--- src/rtl/morse_pkg.sv ---
// Shared types for the timed Morse receiver: FSM states, error codes and
// the symbol encoding.
package morse_pkg;

   typedef enum logic [2:0] {
      S_IDLE,
      S_PRESS,
      S_GAP,
      S_WORD,
      S_ABORT
   } state_t;

   typedef enum logic [1:0] {
      ERR_NONE     = 2'd0,
      ERR_OVERFLOW = 2'd1,
      ERR_STUCK    = 2'd2,
      ERR_DROP     = 2'd3
   } err_code_t;

   localparam logic SYM_DOT  = 1'b0;
   localparam logic SYM_DASH = 1'b1;

endpackage

--- src/rtl/morse_unit_timer.sv ---
// Prescaler plus saturating Morse-unit counter, both cleared by any
// button edge so unit_cnt always measures the current press or gap.
module morse_unit_timer #(
   parameter int TICK_DIV = 2_500_000,
   parameter int UNIT_W   = 5
) (
   input  logic              clk_100MHz,
   input  logic              reset_n,
   input  logic              clear,
   output logic              tick,
   output logic [UNIT_W-1:0] unit_cnt
);

   localparam int TW = (TICK_DIV > 1) ? $clog2(TICK_DIV) : 1;
   localparam logic [TW-1:0] TICK_LAST = TW'(TICK_DIV - 1);

   logic [TW-1:0] tick_cnt;

   assign tick = !clear && (tick_cnt == TICK_LAST);

   always_ff @(posedge clk_100MHz or negedge reset_n) begin
      if (!reset_n) begin
         tick_cnt <= '0;
         unit_cnt <= '0;
      end else if (clear) begin
         tick_cnt <= '0;
         unit_cnt <= '0;
      end else begin
         if (tick) tick_cnt <= '0;
         else      tick_cnt <= tick_cnt + 1'b1;
         if (tick && unit_cnt != '1)
            unit_cnt <= unit_cnt + 1'b1;
      end
   end

endmodule

--- src/rtl/morse_rx_timed.sv ---
// Morse receiver: times presses/gaps in units, assembles symbols into a
// character and hands it out on valid/ready with word and error pulses.
module morse_rx_timed
   import morse_pkg::*;
#(
   parameter int TICK_DIV       = 2_500_000,
   parameter int MAX_SYMBOLS    = 6,
   parameter int DOT_MAX_UNITS  = 2,
   parameter int CHAR_GAP_UNITS = 3,
   parameter int WORD_GAP_UNITS = 7,
   parameter int BTN_TO_UNITS   = 20,
   localparam int LEN_W = $clog2(MAX_SYMBOLS + 1)
) (
   input  logic                   clk_100MHz,
   input  logic                   reset_n,
   input  logic                   user_btn,
   output logic [MAX_SYMBOLS-1:0] char_sym,
   output logic [LEN_W-1:0]       char_len,
   output logic                   char_valid,
   input  logic                   char_ready,
   output logic                   word_valid,
   output logic                   err_valid,
   output logic [1:0]             err_code
);

   localparam int UNIT_MAX = (BTN_TO_UNITS > WORD_GAP_UNITS) ?
                             BTN_TO_UNITS : WORD_GAP_UNITS;
   localparam int UNIT_W   = $clog2(UNIT_MAX + 1);

   state_t                 state;
   err_code_t              err_q;
   logic                   btn_q;
   logic [MAX_SYMBOLS-1:0] sym_buf;
   logic [LEN_W-1:0]       sym_len;
   logic                   tick;
   logic [UNIT_W-1:0]      unit_cnt;

   logic rise, fall, btn_edge;
   logic stuck, gap_hit, word_hit, is_dash, buf_full, hold_old;

   assign rise     = user_btn & ~btn_q;
   assign fall     = ~user_btn & btn_q;
   assign btn_edge = user_btn ^ btn_q;

   morse_unit_timer #(
      .TICK_DIV (TICK_DIV),
      .UNIT_W   (UNIT_W)
   ) u_timer (
      .clk_100MHz (clk_100MHz),
      .reset_n    (reset_n),
      .clear      (btn_edge),
      .tick       (tick),
      .unit_cnt   (unit_cnt)
   );

   // Stuck fires on the tick that carries unit_cnt onto the timeout;
   // a release in that cycle suppresses the tick and wins.
   assign stuck    = tick && (unit_cnt == UNIT_W'(BTN_TO_UNITS - 1));
   assign gap_hit  = (unit_cnt == UNIT_W'(CHAR_GAP_UNITS));
   assign word_hit = (unit_cnt == UNIT_W'(WORD_GAP_UNITS));
   assign is_dash  = (unit_cnt >= UNIT_W'(DOT_MAX_UNITS));
   assign buf_full = (sym_len == LEN_W'(MAX_SYMBOLS));
   assign hold_old = char_valid && !char_ready;
   assign err_code = err_q;

   always_ff @(posedge clk_100MHz or negedge reset_n) begin
      if (!reset_n) begin
         state      <= S_IDLE;
         btn_q      <= 1'b0;
         sym_buf    <= '0;
         sym_len    <= '0;
         char_sym   <= '0;
         char_len   <= '0;
         char_valid <= 1'b0;
         word_valid <= 1'b0;
         err_valid  <= 1'b0;
         err_q      <= ERR_NONE;
      end else begin
         btn_q      <= user_btn;
         word_valid <= 1'b0;
         err_valid  <= 1'b0;
         err_q      <= ERR_NONE;
         if (char_valid && char_ready)
            char_valid <= 1'b0;
         unique case (state)
            S_IDLE: begin
               if (rise) state <= S_PRESS;
            end
            S_PRESS: begin
               if (stuck) begin
                  err_valid <= 1'b1;
                  err_q     <= ERR_STUCK;
                  sym_buf   <= '0;
                  sym_len   <= '0;
                  state     <= S_ABORT;
               end else if (fall && buf_full) begin
                  err_valid <= 1'b1;
                  err_q     <= ERR_OVERFLOW;
                  sym_buf   <= '0;
                  sym_len   <= '0;
                  state     <= S_IDLE;
               end else if (fall) begin
                  sym_buf <= sym_buf |
                             (MAX_SYMBOLS'(is_dash) << sym_len);
                  sym_len <= sym_len + 1'b1;
                  state   <= S_GAP;
               end
            end
            S_GAP: begin
               if (gap_hit) begin
                  if (hold_old) begin
                     err_valid <= 1'b1;
                     err_q     <= ERR_DROP;
                  end else begin
                     char_sym   <= sym_buf;
                     char_len   <= sym_len;
                     char_valid <= 1'b1;
                  end
                  sym_buf <= '0;
                  sym_len <= '0;
                  state   <= rise ? S_PRESS : S_WORD;
               end else if (rise) begin
                  state <= S_PRESS;
               end
            end
            S_WORD: begin
               if (rise) begin
                  state <= S_PRESS;
               end else if (word_hit) begin
                  word_valid <= 1'b1;
                  state      <= S_IDLE;
               end
            end
            S_ABORT: begin
               if (fall) state <= S_IDLE;
            end
            default: state <= S_IDLE;
         endcase
      end
   end

endmodule

--- config.mk ---
export PLATFORM = sky130hd
export DESIGN_NAME = morse_rx_timed
export DESIGN_NICKNAME = d
export VERILOG_FILES = /design/src/rtl/morse_pkg.sv /design/src/rtl/morse_unit_timer.sv /design/src/rtl/morse_rx_timed.sv
export SDC_FILE = /design/constraint.sdc
export NUM_CORES = 1
export LEC_CHECK = 0
export BUFFER_PORTS_ARGS = -buffer_cell sky130_fd_sc_hd__buf_2
export CAP_MARGIN = 20
export CORE_MARGIN = 2
export CORE_UTILIZATION = 50
export DETAILED_ROUTE_END_ITERATION = 8
export PLACE_DENSITY = 0.77
export SLEW_MARGIN = 0
export SYNTH_ARGS = -nofsm -noshare
export SYNTH_HDL_FRONTEND = slang
export SYNTH_SLANG_ARGS = --single-unit
export TNS_END_PERCENT = 30
--- constraint.sdc ---
create_clock -name clk_100MHz -period 2.3 [get_ports clk_100MHz]
set_clock_uncertainty 0.05 [all_clocks]
set_input_delay 0.345 -clock clk_100MHz [delete_from_list [all_inputs] [get_ports clk_100MHz]]
set_output_delay 0.345 -clock clk_100MHz [all_outputs]
set_load 0.05 [all_outputs]
==> run_summary.xml <==
<?xml version="1.0" encoding="UTF-8"?>
<metrics>
  <group name="outcome">
    <metric name="run_status" unit="">complete, no violations</metric>
  </group>
  <group name="yosys">
    <metric name="synth_xor_area_share" unit="%">5.57</metric>
    <metric name="synth_compound_gate_area_share" unit="%">10.2</metric>
    <metric name="synthesized_nets" unit="">281</metric>
    <metric name="synth_cell_type_count" unit="">46</metric>
    <metric name="post_synth_most_frequent_cells" unit="">sky130_fd_sc_hd__dfrtp_1, sky130_fd_sc_hd__nand2_1, sky130_fd_sc_hd__nor2_1</metric>
    <metric name="ys_seq_elements" unit="">54</metric>
    <metric name="netlist_top_cells_area" unit="">sky130_fd_sc_hd__dfrtp_1, sky130_fd_sc_hd__nand2_1, sky130_fd_sc_hd__ha_1, sky130_fd_sc_hd__nor2_1, sky130_fd_sc_hd__xnor2_1</metric>
    <metric name="ys_seq_area_share" unit="%">50.5</metric>
    <metric name="yosysTopAreaCellShare" unit="%">50.5</metric>
    <metric name="post_synth_mux_area_share" unit="%">3.18</metric>
    <metric name="synth_edf_count" unit="">0</metric>
    <metric name="synthAdderAreaFrac" unit="%">3.74</metric>
    <metric name="synth_simple_gate_area_share" unit="%">23.4</metric>
    <metric name="syn_area_per_cell" unit="um2">9.94</metric>
    <metric name="synthMostInstantiatedCell" unit="">sky130_fd_sc_hd__dfrtp_1</metric>
    <metric name="synthDominantAreaCellType" unit="">sky130_fd_sc_hd__dfrtp_1</metric>
    <metric name="synth_async_sr_flop_share" unit="%">100</metric>
    <metric name="ys.flop_type" unit="">sky130_fd_sc_hd__dfrtp_1</metric>
    <metric name="yosys_warnings" unit="">0</metric>
    <metric name="combinational_family_with_the_most_area_after_synthesis" unit="">simple AND/OR/NAND/NOR gates</metric>
    <metric name="synthesis.instances" unit="">269</metric>
    <metric name="synth.cell_area" unit="um2">2670</metric>
  </group>
  <group name="place">
    <metric name="dpl-instance-area" unit="um2">2920</metric>
    <metric name="gp_congestion" unit="">0.835</metric>
    <metric name="hpwl" unit="mm">3.81</metric>
    <metric name="numPortBuffers" unit="">17</metric>
  </group>
  <group name="final_layout">
    <metric name="final-seq-area" unit="um2">1350</metric>
    <metric name="multi_input_area" unit="um2">1290</metric>
    <metric name="num-fill-cells" unit="">438</metric>
    <metric name="n_antenna_cell" unit="">0</metric>
    <metric name="final_core_util" unit="%">60.2</metric>
    <metric name="postLayoutCellArea" unit="um2">3090</metric>
    <metric name="syn2layout_area_growth" unit="%">15.7</metric>
    <metric name="num-nets-final" unit="">313</metric>
    <metric name="proportion_of_layout_cells_with_a_drive_suffix_above_1" unit="%">18.9</metric>
  </group>
  <group name="die">
    <metric name="design.core.area" unit="um2">5140</metric>
    <metric name="placement_rows" unit="">26</metric>
    <metric name="initial_core_util" unit="%">52.0</metric>
    <metric name="dieHeight" unit="um">77.1</metric>
    <metric name="design.die.area" unit="um2">5950</metric>
    <metric name="pin_count" unit="">18</metric>
    <metric name="die_w" unit="um">77.1</metric>
  </group>
  <group name="cts">
    <metric name="max-clock-path-buffers" unit="">2</metric>
    <metric name="clkSlewWorstSetupHoldPaths" unit="ns">0.10</metric>
    <metric name="clock_insertion_delay_worst_skew" unit="ns">0.31</metric>
    <metric name="number_of_clock_sinks_seen_by_cts" unit="">54</metric>
    <metric name="clk_root_buffer_cell" unit="">sky130_fd_sc_hd__clkbuf_8</metric>
    <metric name="tritoncts" unit="">done</metric>
    <metric name="number_of_cts_inserted_buffers" unit="">5</metric>
    <metric name="ctsHtreeMaxLevel" unit="">2</metric>
  </group>
  <group name="setup_path">
    <metric name="crit_path_buf_inv_count" unit="">1</metric>
    <metric name="worst-path-max-fanout" unit="">8</metric>
    <metric name="timing_worst_setup_path_type" unit="">register to register</metric>
    <metric name="cp-start-kind" unit="">register</metric>
    <metric name="worst-endpoint-arrival" unit="ns">2.32</metric>
    <metric name="required" unit="ns">2.45</metric>
    <metric name="cpPeakStageDelay" unit="ns">0.59</metric>
    <metric name="crit_path_end_kind" unit="">register</metric>
    <metric name="delay_heaviest_family_cp" unit="">simple AND/OR/NAND/NOR gates</metric>
    <metric name="path_cells" unit="">or4b_4 -&gt; nor4_4 -&gt; buf_4 -&gt; a21boi_2 -&gt; nor3b_1 -&gt; mux2_2</metric>
    <metric name="crit_slowest_cell" unit="">sky130_fd_sc_hd__or4b_4</metric>
  </group>
  <group name="routing">
    <metric name="wl_met3" unit="um">256</metric>
    <metric name="drc_errors" unit="">0</metric>
    <metric name="detail_route.first_pass.iterations" unit="">5</metric>
    <metric name="drt-vias-per-instance" unit="">5.57</metric>
    <metric name="drt_first_iter_violations" unit="">162</metric>
    <metric name="wl_on_met1" unit="mm">2.27</metric>
    <metric name="ant_nets" unit="">0</metric>
    <metric name="drt_wl_total" unit="mm">5.31</metric>
    <metric name="top_layer_used" unit="">met4</metric>
    <metric name="via_count" unit="">2073</metric>
    <metric name="detailroute.wirelength.met2" unit="mm">2.71</metric>
    <metric name="post_drt_wl_per_cell" unit="um">14.3</metric>
  </group>
  <group name="global_routing">
    <metric name="grt_start_max_net_pins" unit="">23</metric>
    <metric name="global_route.overflow_total" unit="">0</metric>
    <metric name="global_route_wire_length_before_repair" unit="mm">9.16</metric>
    <metric name="first_global_vias" unit="">2001</metric>
    <metric name="initial_antenna_violation_count" unit="">0</metric>
    <metric name="grt_usage" unit="%">19.0</metric>
  </group>
  <group name="sta">
    <metric name="setup_repair_after_global_routing_missed_its_margin" unit="">no</metric>
    <metric name="post-route-period-util" unit="%">94.3</metric>
    <metric name="measured_slew_at_the_worst_slew_check_pin" unit="ns">0.473</metric>
    <metric name="report.final.hold_viol_count" unit="">0</metric>
    <metric name="timing.fmax" unit="MHz">461</metric>
    <metric name="layout_min_cycle_time" unit="ns">2.17</metric>
    <metric name="setup_viol_count_final" unit="">0</metric>
    <metric name="setup_total_negative_slack" unit="ns">0</metric>
    <metric name="slew_headroom" unit="%">68.0</metric>
    <metric name="final_max_slew_viol_count" unit="">0</metric>
  </group>
  <group name="power_and_ir_drop">
    <metric name="max-vdd-ir-drop" unit="mV">0.323</metric>
    <metric name="power_density_over_the_cells" unit="nW/um2">656</metric>
    <metric name="power.static_leakage" unit="nW">1.41</metric>
  </group>
  <group name="job">
    <metric name="drv_cap" unit="">0</metric>
  </group>
  <group name="hold_path">
    <metric name="worstHoldPathType" unit="">input port to register</metric>
  </group>
</metrics>
-- routing by layer --
layer  global-route usage, %  vias to the layer above
met5                       0                        -
li1                        -                     1007
met4                    5.00                        0
met3                    4.24                        8
met2                    31.9                       64
met1                    24.7                      994
-- cells in the final DEF (no fill, tap or decap), types with 6 or more instances in the layout --
master                    instances
sky130_fd_sc_hd__buf_4           12
sky130_fd_sc_hd__nand2_1         30
sky130_fd_sc_hd__ha_1             8
sky130_fd_sc_hd__dfrtp_1         54
sky130_fd_sc_hd__xor2_1           6
sky130_fd_sc_hd__inv_1           17
sky130_fd_sc_hd__xnor2_1         11
sky130_fd_sc_hd__o21ai_0         17
sky130_fd_sc_hd__buf_2           17
sky130_fd_sc_hd__nor2_1          26
sky130_fd_sc_hd__nand3_1         11
sky130_fd_sc_hd__nor3_1           8
-- sequential cells by signal, indices dropped and copies added (netlist names) --
name,cells
sym_len,3
sym_buf,6
word_valid,1
char_valid,1
err_code,2
state,3
char_sym,6
u_timer.tick_cnt,22
err_valid,1
btn_q,1
u_timer.unit_cnt,5
char_len,3
-- metrics by stage --
stage               cells  setup slack, ns  power [mW]  hold WS, ns
global route          372           0.0215        2.15        0.114
CTS                   371           0.0377        2.03        0.113
detailed placement    362           0.0236        1.48        0.213
global placement      362            0.110        1.48        0.207
finish                372            0.131        2.03        0.119
floorplan             269            0.174        1.36    -0.000591
-- cell families (layout without fill, tap and decap cells) --
kind of cell,after synthesis,in the layout
DFF,54,54
and+or+nand+nor,115,115
AOI/OAI and AO/OA,44,44
buffers and inverters,23,56
adders and majority gates,8,8
muxes,8,8
xor gates and xnor gates,17,17
-- worst paths after layout --
kind,start,to,slack [ns],cells past startpoint
max,u_timer.tick_cnt[19],sym_len[1],0.13,6
min,user_btn,btn_q,0.12,1
max reg2reg,u_timer.tick_cnt[19],sym_len[1],0.13,6
min reg2reg,u_timer.tick_cnt[0],u_timer.tick_cnt[0],0.41,1
max in group asynchronous,reset_n,u_timer.tick_cnt[15],1.21,3
min in group asynchronous,reset_n,char_len[2],0.39,2
-- repair_timing --
item,CTS,global route
buffers inserted,0,1
gates resized for setup,0,8
setup endpoints to repair,0,7
hold buffers,1,0
hold endpoints to repair,14,0
-- final cells by class --
type / count / area share (%)
clock buffer: 5 / 2.22
sequential: 54 / 43.7
timing repair buffer: 31 / 6.63
clock inverter: 3 / 0.809
inverter: 17 / 2.06
multi-input combinational: 192 / 41.8
tap: 70 / 2.83
-- power by group --
part	switching [mW]	internal [mW]
clock network	0.319	0.220
registers	0.0680	0.999
logic	0.252	0.171
(Power assumes the default switching activity.)
